===== src/rtl/tblink_rpc_rsp_engine.sv =====
// HDL-side TBLink RPC responder: deserializes request frames, presents one call at a time
// to the user method port, and serializes the matching response frame back onto the link.
module tblink_rpc_rsp_engine #(
   parameter int unsigned MAX_PARAMS = 8,
   parameter int unsigned MAX_RSP    = 4
) (
   input  logic                    clock,
   input  logic                    reset,
   input  logic [7:0]              in_dat,
   input  logic                    in_valid,
   output logic                    in_ready,
   output logic [7:0]              out_dat,
   output logic                    out_valid,
   input  logic                    out_ready,
   output logic                    req_valid,
   input  logic                    req_ready,
   output logic [7:0]              req_method,
   output logic [7:0]              req_call_id,
   output logic [7:0]              req_nparams,
   output logic [8*MAX_PARAMS-1:0] req_params,
   input  logic                    rsp_valid,
   output logic                    rsp_ready,
   input  logic [7:0]              rsp_len,
   input  logic [8*MAX_RSP-1:0]    rsp_dat,
   output logic [15:0]             err_count
);

   localparam logic [7:0] MaxParamsB = 8'(MAX_PARAMS);
   localparam logic [7:0] MaxRspB    = 8'(MAX_RSP);
   localparam logic [7:0] StatusOk   = 8'h01;
   localparam logic [7:0] StatusErr  = 8'hFF;

   typedef enum logic [3:0] {
      StRxMethod,
      StRxCallId,
      StRxLen,
      StRxParams,
      StDrain,
      StInvoke,
      StWaitRsp,
      StTxStatus,
      StTxCallId,
      StTxLen,
      StTxData
   } state_e;

   state_e                  state_q, state_d;
   logic [7:0]              method_q, method_d;
   logic [7:0]              call_id_q, call_id_d;
   logic [7:0]              nparams_q, nparams_d;
   logic [8*MAX_PARAMS-1:0] params_q, params_d;
   logic [7:0]              cnt_q, cnt_d;
   logic [7:0]              status_q, status_d;
   logic [7:0]              len_q, len_d;
   logic [8*MAX_RSP-1:0]    rsp_q, rsp_d;
   logic [15:0]             err_q, err_d;
   logic                    err_inc;
   logic                    rx_state;

   always_ff @(posedge clock) begin
      if (reset) begin
         state_q   <= StRxMethod;
         method_q  <= '0;
         call_id_q <= '0;
         nparams_q <= '0;
         params_q  <= '0;
         cnt_q     <= '0;
         status_q  <= '0;
         len_q     <= '0;
         rsp_q     <= '0;
         err_q     <= '0;
      end else begin
         state_q   <= state_d;
         method_q  <= method_d;
         call_id_q <= call_id_d;
         nparams_q <= nparams_d;
         params_q  <= params_d;
         cnt_q     <= cnt_d;
         status_q  <= status_d;
         len_q     <= len_d;
         rsp_q     <= rsp_d;
         err_q     <= err_d;
      end
   end

   always_comb begin
      state_d   = state_q;
      method_d  = method_q;
      call_id_d = call_id_q;
      nparams_d = nparams_q;
      params_d  = params_q;
      cnt_d     = cnt_q;
      status_d  = status_q;
      len_d     = len_q;
      rsp_d     = rsp_q;
      err_inc   = 1'b0;
      rx_state  = 1'b0;
      out_valid = 1'b0;
      out_dat   = 8'h00;
      req_valid = 1'b0;
      rsp_ready = 1'b0;

      unique case (state_q)
         StRxMethod: begin
            rx_state = 1'b1;
            if (in_valid) begin
               method_d = in_dat;
               // Clear old parameters so unused bytes of the next call read as zero.
               params_d = '0;
               state_d  = StRxCallId;
            end
         end
         StRxCallId: begin
            rx_state = 1'b1;
            if (in_valid) begin
               call_id_d = in_dat;
               state_d   = StRxLen;
            end
         end
         StRxLen: begin
            rx_state = 1'b1;
            if (in_valid) begin
               nparams_d = in_dat;
               cnt_d     = 8'h00;
               if (in_dat == 8'h00) begin
                  state_d = StInvoke;
               end else if (in_dat <= MaxParamsB) begin
                  state_d = StRxParams;
               end else begin
                  state_d = StDrain;
               end
            end
         end
         StRxParams: begin
            rx_state = 1'b1;
            if (in_valid) begin
               for (int unsigned k = 0; k < MAX_PARAMS; k++) begin
                  if (cnt_q == 8'(k)) params_d[8*k +: 8] = in_dat;
               end
               cnt_d = cnt_q + 8'd1;
               if (cnt_q == nparams_q - 8'd1) state_d = StInvoke;
            end
         end
         StDrain: begin
            rx_state = 1'b1;
            if (in_valid) begin
               cnt_d = cnt_q + 8'd1;
               if (cnt_q == nparams_q - 8'd1) begin
                  err_inc  = 1'b1;
                  status_d = StatusErr;
                  len_d    = 8'h00;
                  state_d  = StTxStatus;
               end
            end
         end
         StInvoke: begin
            req_valid = 1'b1;
            if (req_ready) state_d = StWaitRsp;
         end
         StWaitRsp: begin
            rsp_ready = 1'b1;
            if (rsp_valid) begin
               rsp_d    = rsp_dat;
               status_d = StatusOk;
               // Oversized returns are truncated but still reported as ok.
               if (rsp_len > MaxRspB) begin
                  len_d   = MaxRspB;
                  err_inc = 1'b1;
               end else begin
                  len_d = rsp_len;
               end
               state_d = StTxStatus;
            end
         end
         StTxStatus: begin
            out_valid = 1'b1;
            out_dat   = status_q;
            if (out_ready) state_d = StTxCallId;
         end
         StTxCallId: begin
            out_valid = 1'b1;
            out_dat   = call_id_q;
            if (out_ready) state_d = StTxLen;
         end
         StTxLen: begin
            out_valid = 1'b1;
            out_dat   = len_q;
            if (out_ready) begin
               cnt_d   = 8'h00;
               state_d = (len_q == 8'h00) ? StRxMethod : StTxData;
            end
         end
         StTxData: begin
            out_valid = 1'b1;
            for (int unsigned k = 0; k < MAX_RSP; k++) begin
               if (cnt_q == 8'(k)) out_dat = rsp_q[8*k +: 8];
            end
            if (out_ready) begin
               cnt_d = cnt_q + 8'd1;
               if (cnt_q == len_q - 8'd1) state_d = StRxMethod;
            end
         end
         default: state_d = StRxMethod;
      endcase

      err_d = (err_inc && (err_q != 16'hFFFF)) ? err_q + 16'd1 : err_q;
   end

   assign in_ready    = rx_state && !reset;
   assign req_method  = method_q;
   assign req_call_id = call_id_q;
   assign req_nparams = nparams_q;
   assign req_params  = params_q;
   assign err_count   = err_q;

endmodule


===== config.mk =====
export PLATFORM = sky130hd
export DESIGN_NAME = tblink_rpc_rsp_engine
export DESIGN_NICKNAME = d
export VERILOG_FILES = /design/src/rtl/tblink_rpc_rsp_engine.sv
export SDC_FILE = /design/constraint.sdc
export NUM_CORES = 1
export LEC_CHECK = 0
export ABC_AREA = 1
export CAP_MARGIN = 20
export CORE_ASPECT_RATIO = 0.75
export CORE_MARGIN = 2
export CORE_UTILIZATION = 55
export CTS_CLUSTER_DIAMETER = 100
export DETAILED_ROUTE_END_ITERATION = 8
export DONT_BUFFER_PORTS = 1
export HOLD_SLACK_MARGIN = 0.1
export MAX_ROUTING_LAYER = met4
export PLACE_DENSITY = 0.69
export SLEW_MARGIN = 20
export SYNTH_ARGS = -nofsm -noshare
export SYNTH_HDL_FRONTEND = slang
export SYNTH_SLANG_ARGS = --single-unit

===== constraint.sdc =====
create_clock -name clock -period 2.48 [get_ports clock]
set_input_delay 0.248 -clock clock [delete_from_list [all_inputs] [get_ports clock]]
set_output_delay 0.248 -clock clock [all_outputs]
set_load 0.02 [all_outputs]

==> flow_metrics.py <==
metrics = {
    "worst_setup_path": {
        "cp_cell_sequence": "inv_2 -> nand4_1 -> buf_6 -> nor2_4 -> nand2_8 -> o21ai_2 -> o21ai_1 -> o21ai_1 -> o21ai_0 -> o21ai_1 -> buf_4",
        "path_common_cell": "o21ai_1",
        "crit_family": "compound AO/OA/AOI/OAI gates",
        "worst_path_max_delay_cell": "dfxtp_4",
        "rr_worst_depth": 14,
        "required_ns": 2.23,
        "cp_num_buf_inv": 3,
        "r2r_slack_ns": 0.28,
        "slowest_delay_ns": 0.36,
        "crit_cells": 11,
        "cp_max_fo": 8,
        "cp.arrival_ns": 2.20,
        "cp-start-kind": "flop",
        "worstSetupPathType": "flop to output pin",
        "crit_path_end_kind": "output pin",
    },
    "detailed_routing": {
        "wl_per_cell_um": 17.6,
        "ant_nets": 0,
        "routed_wl_um": 23600,
        "dr.pass1.iters": 6,
        "via_count": 7525,
        "viasPerCell": 5.62,
        "detail_route.iter0.violations": 650,
        "drc": 0,
    },
    "yosys": {
        "yosys.area.top_type_share": 0.423,
        "synth_nets": 1133,
        "syn_area_sq_um": 7470,
        "synthTopCellsByCount": "nor2_1, nand2_1, dfxtp_1",
        "synthFlopType": "dfxtp_1",
        "synth_edf_count": 0,
        "async_reset_ff_frac": 0,
        "post-synth-top-area-cell": "dfxtp_1",
        "postSynthAreaPerCell_sq_um": 6.97,
        "ys_seq_area_frac": 0.423,
        "ys_ff_latch": 158,
        "ys.warnings.count": 0,
        "yosys-top-cells-area": "dfxtp_1, nor2_1, o21ai_0, nand2_1, a21oi_1",
        "synth_cells": 1072,
        "synth_cell_types": 36,
        "yosysMostFrequentCell": "nor2_1",
    },
    "clock_network": {
        "cts_tree": "done",
        "cts_made_buffers": 17,
        "cts_max_level": 4,
        "cts_max_path_buffers": 2,
        "clk_latency_ns": 0.43,
        "clkTransAtPathRegs_ns": 0.06,
        "clock-sinks": 158,
        "cts_root_buffer": "clkbuf_16",
    },
    "die": {
        "placementRows": 36,
        "ios": 170,
        "die_h_um": 105,
        "die_area_sq_um": 14500,
        "die_w_um": 139,
        "start_util": 0.570,
        "coreArea_sq_um": 13100,
    },
    "sta": {
        "fmaxAchievable_ghz": 0.408,
        "setup_viol": 0,
        "hold_viol_final": 0,
        "rsz0062_at_grt": "true",
        "maxSlewViolCount": 0,
        "tightest_slew_ns": 0.488,
        "fin_crit_sh": 0.987,
        "fin_skew_ns": 0.00714,
        "min_period_ns": 2.45,
        "relSlewSlack": 0.673,
    },
    "placement": {
        "place.gp.congestion": 0.968,
        "place_inst": 1245,
        "dpl.hpwl_um": 15400,
        "portBuffers": 0,
        "placedInstanceArea_sq_um": 7800,
    },
    "global_route": {
        "grt_first_pass_wirelength_um": 36400,
        "grt_max_degree": 48,
        "grt_antenna_before_repair": 0,
        "grtUsageTotal": 0.324,
        "grt_pass1_vias": 6850,
        "overflow": 0,
    },
    "pwr": {
        "switching_share": 0.402,
        "power_switching_mw": 3.48,
        "peakVddDrop_uv": 691,
        "pwr-share-seq": 0.420,
        "p_int_mw": 5.17,
        "p_total_mw": 8.65,
        "combPwrFrac": 0.293,
        "p_per_area_nw_per_um2": 954,
        "p_clk_frac": 0.287,
        "power.leakage_nw": 3.85,
    },
    "run": {
        "drv_cap": 0,
    },
    "final_layout": {
        "fillCellCount": 1095,
        "stdcell_area_sq_um": 9070,
        "final_util": 0.692,
        "syn_to_final_growth_pct": 21.4,
        "nNetsFinal": 1217,
        "n_antenna_cell": 0,
        "stdcell_count": 1338,
        "drive_gt1_frac": 0.129,
    },
    "worst_hold_path": {
        "min_path_cells": 2,
        "hold_path_class": "input port to flop",
    },
    "outcome": {
        "outcome": "complete, no violations",
    },
}
-- layout make-up --
type | count | area [sq um] | area share
clock buffer | 21 | 460 | 0.0508
inverter | 101 | 400 | 0.0442
clock inverter | 9 | 86.3 | 0.00952
sequential | 158 | 3180 | 0.351
timing repair buffer | 101 | 903 | 0.0996
multi-input combinational | 777 | 3820 | 0.421
tap | 171 | 214 | 0.0236
-- power groups by stage --
| stage | Sequential, mW | Clock, mW | Combinational (mW) |
|---|---|---|---|
| floorplan | 3.58 | 0 | 1.73 |
| global placement | 3.69 | 0 | 2.25 |
| detailed placement | 3.68 | 0 | 2.26 |
| CTS | 3.63 | 2.50 | 2.39 |
| global route | 3.68 | 2.60 | 2.84 |
| finish | 3.64 | 2.48 | 2.53 |
-- worst paths after layout --
| check | from | to |
|---|---|---|
| min | reset | req_params[4] |
| max reg2reg | req_nparams[0] | err_count[10] |
| max | cnt_q[5] | out_dat[5] |
| min reg2reg | rsp_q[0] | rsp_q[0] |
-- per-layer routing --
| metal | global-route usage | routed length (um) |
|---|---|---|
| met3 | 0.0848 | 2510 |
| met1 | 0.431 | 10200 |
| met4 | 0.109 | 461 |
| met5 | - | 0 |
| met2 | 0.482 | 10400 |
-- placed cells by master, fill, tap and decap left out, types with 3 or more instances in the layout --
master and n:
xnor2_1 7, inv_1 75, o21ai_2 4, nand2_2 6, inv_2 19, inv_6 3
dfxtp_4 5, a31oi_1 4, clkbuf_16 17, buf_4 48, nor2_4 9, nor3_2 3
o21ai_0 105, xor2_1 17, clkinv_2 3, nand4_1 14, clkinvlp_4 3, a21oi_1 94
a21oi_4 3, inv_4 5, dfxtp_1 152, nor2_1 218, nor3_1 15, o21a_1 4
nor2_2 7, ha_1 6, nand3_1 54, nor4_1 5, dlygate4sd3_1 50, nand2_1 161
o21ai_1 26
-- sequential cells by signal, summed over array words and instances (netlist names) --
name         count
cnt_q            8
err_count       16
len_q            8
req_call_id      8
req_method       8
req_nparams      8
req_params      64
rsp_q           32
state_q          4
status_q         2
-- cell families (layout without fill, tap and decap cells) --
logic type / Yosys count / count (layout) / synth area share
fa+ha+maj: 7 / 7 / 0.0117
compound gates: 246 / 246 / 0.173
simple gates: 499 / 500 / 0.290
buf+inv: 138 / 232 / 0.0740
xor+xnor: 24 / 24 / 0.0281
flops: 158 / 158 / 0.423
-- metrics by stage --
stage	hold WS, ns	TNS, ns	setup slack (ns)
after floorplan	0.383	0	0.351
after global placement	0.320	0	0.229
after detailed placement	0.323	0	0.164
after CTS	0.105	0	0.00984
after global routing	0.131	-0.122	-0.0697
final	0.115	0	0.0312
-- repair_timing --
item                                   CTS  global route
cloned                                   0             1
setup endpoints to repair                8             8
resized for setup                        8            51
setup buffers                            1            10
endpoints found under the hold margin   85             0
hold buffers                            51             0
pin swaps                                1            11
(Power assumes the default switching activity.)
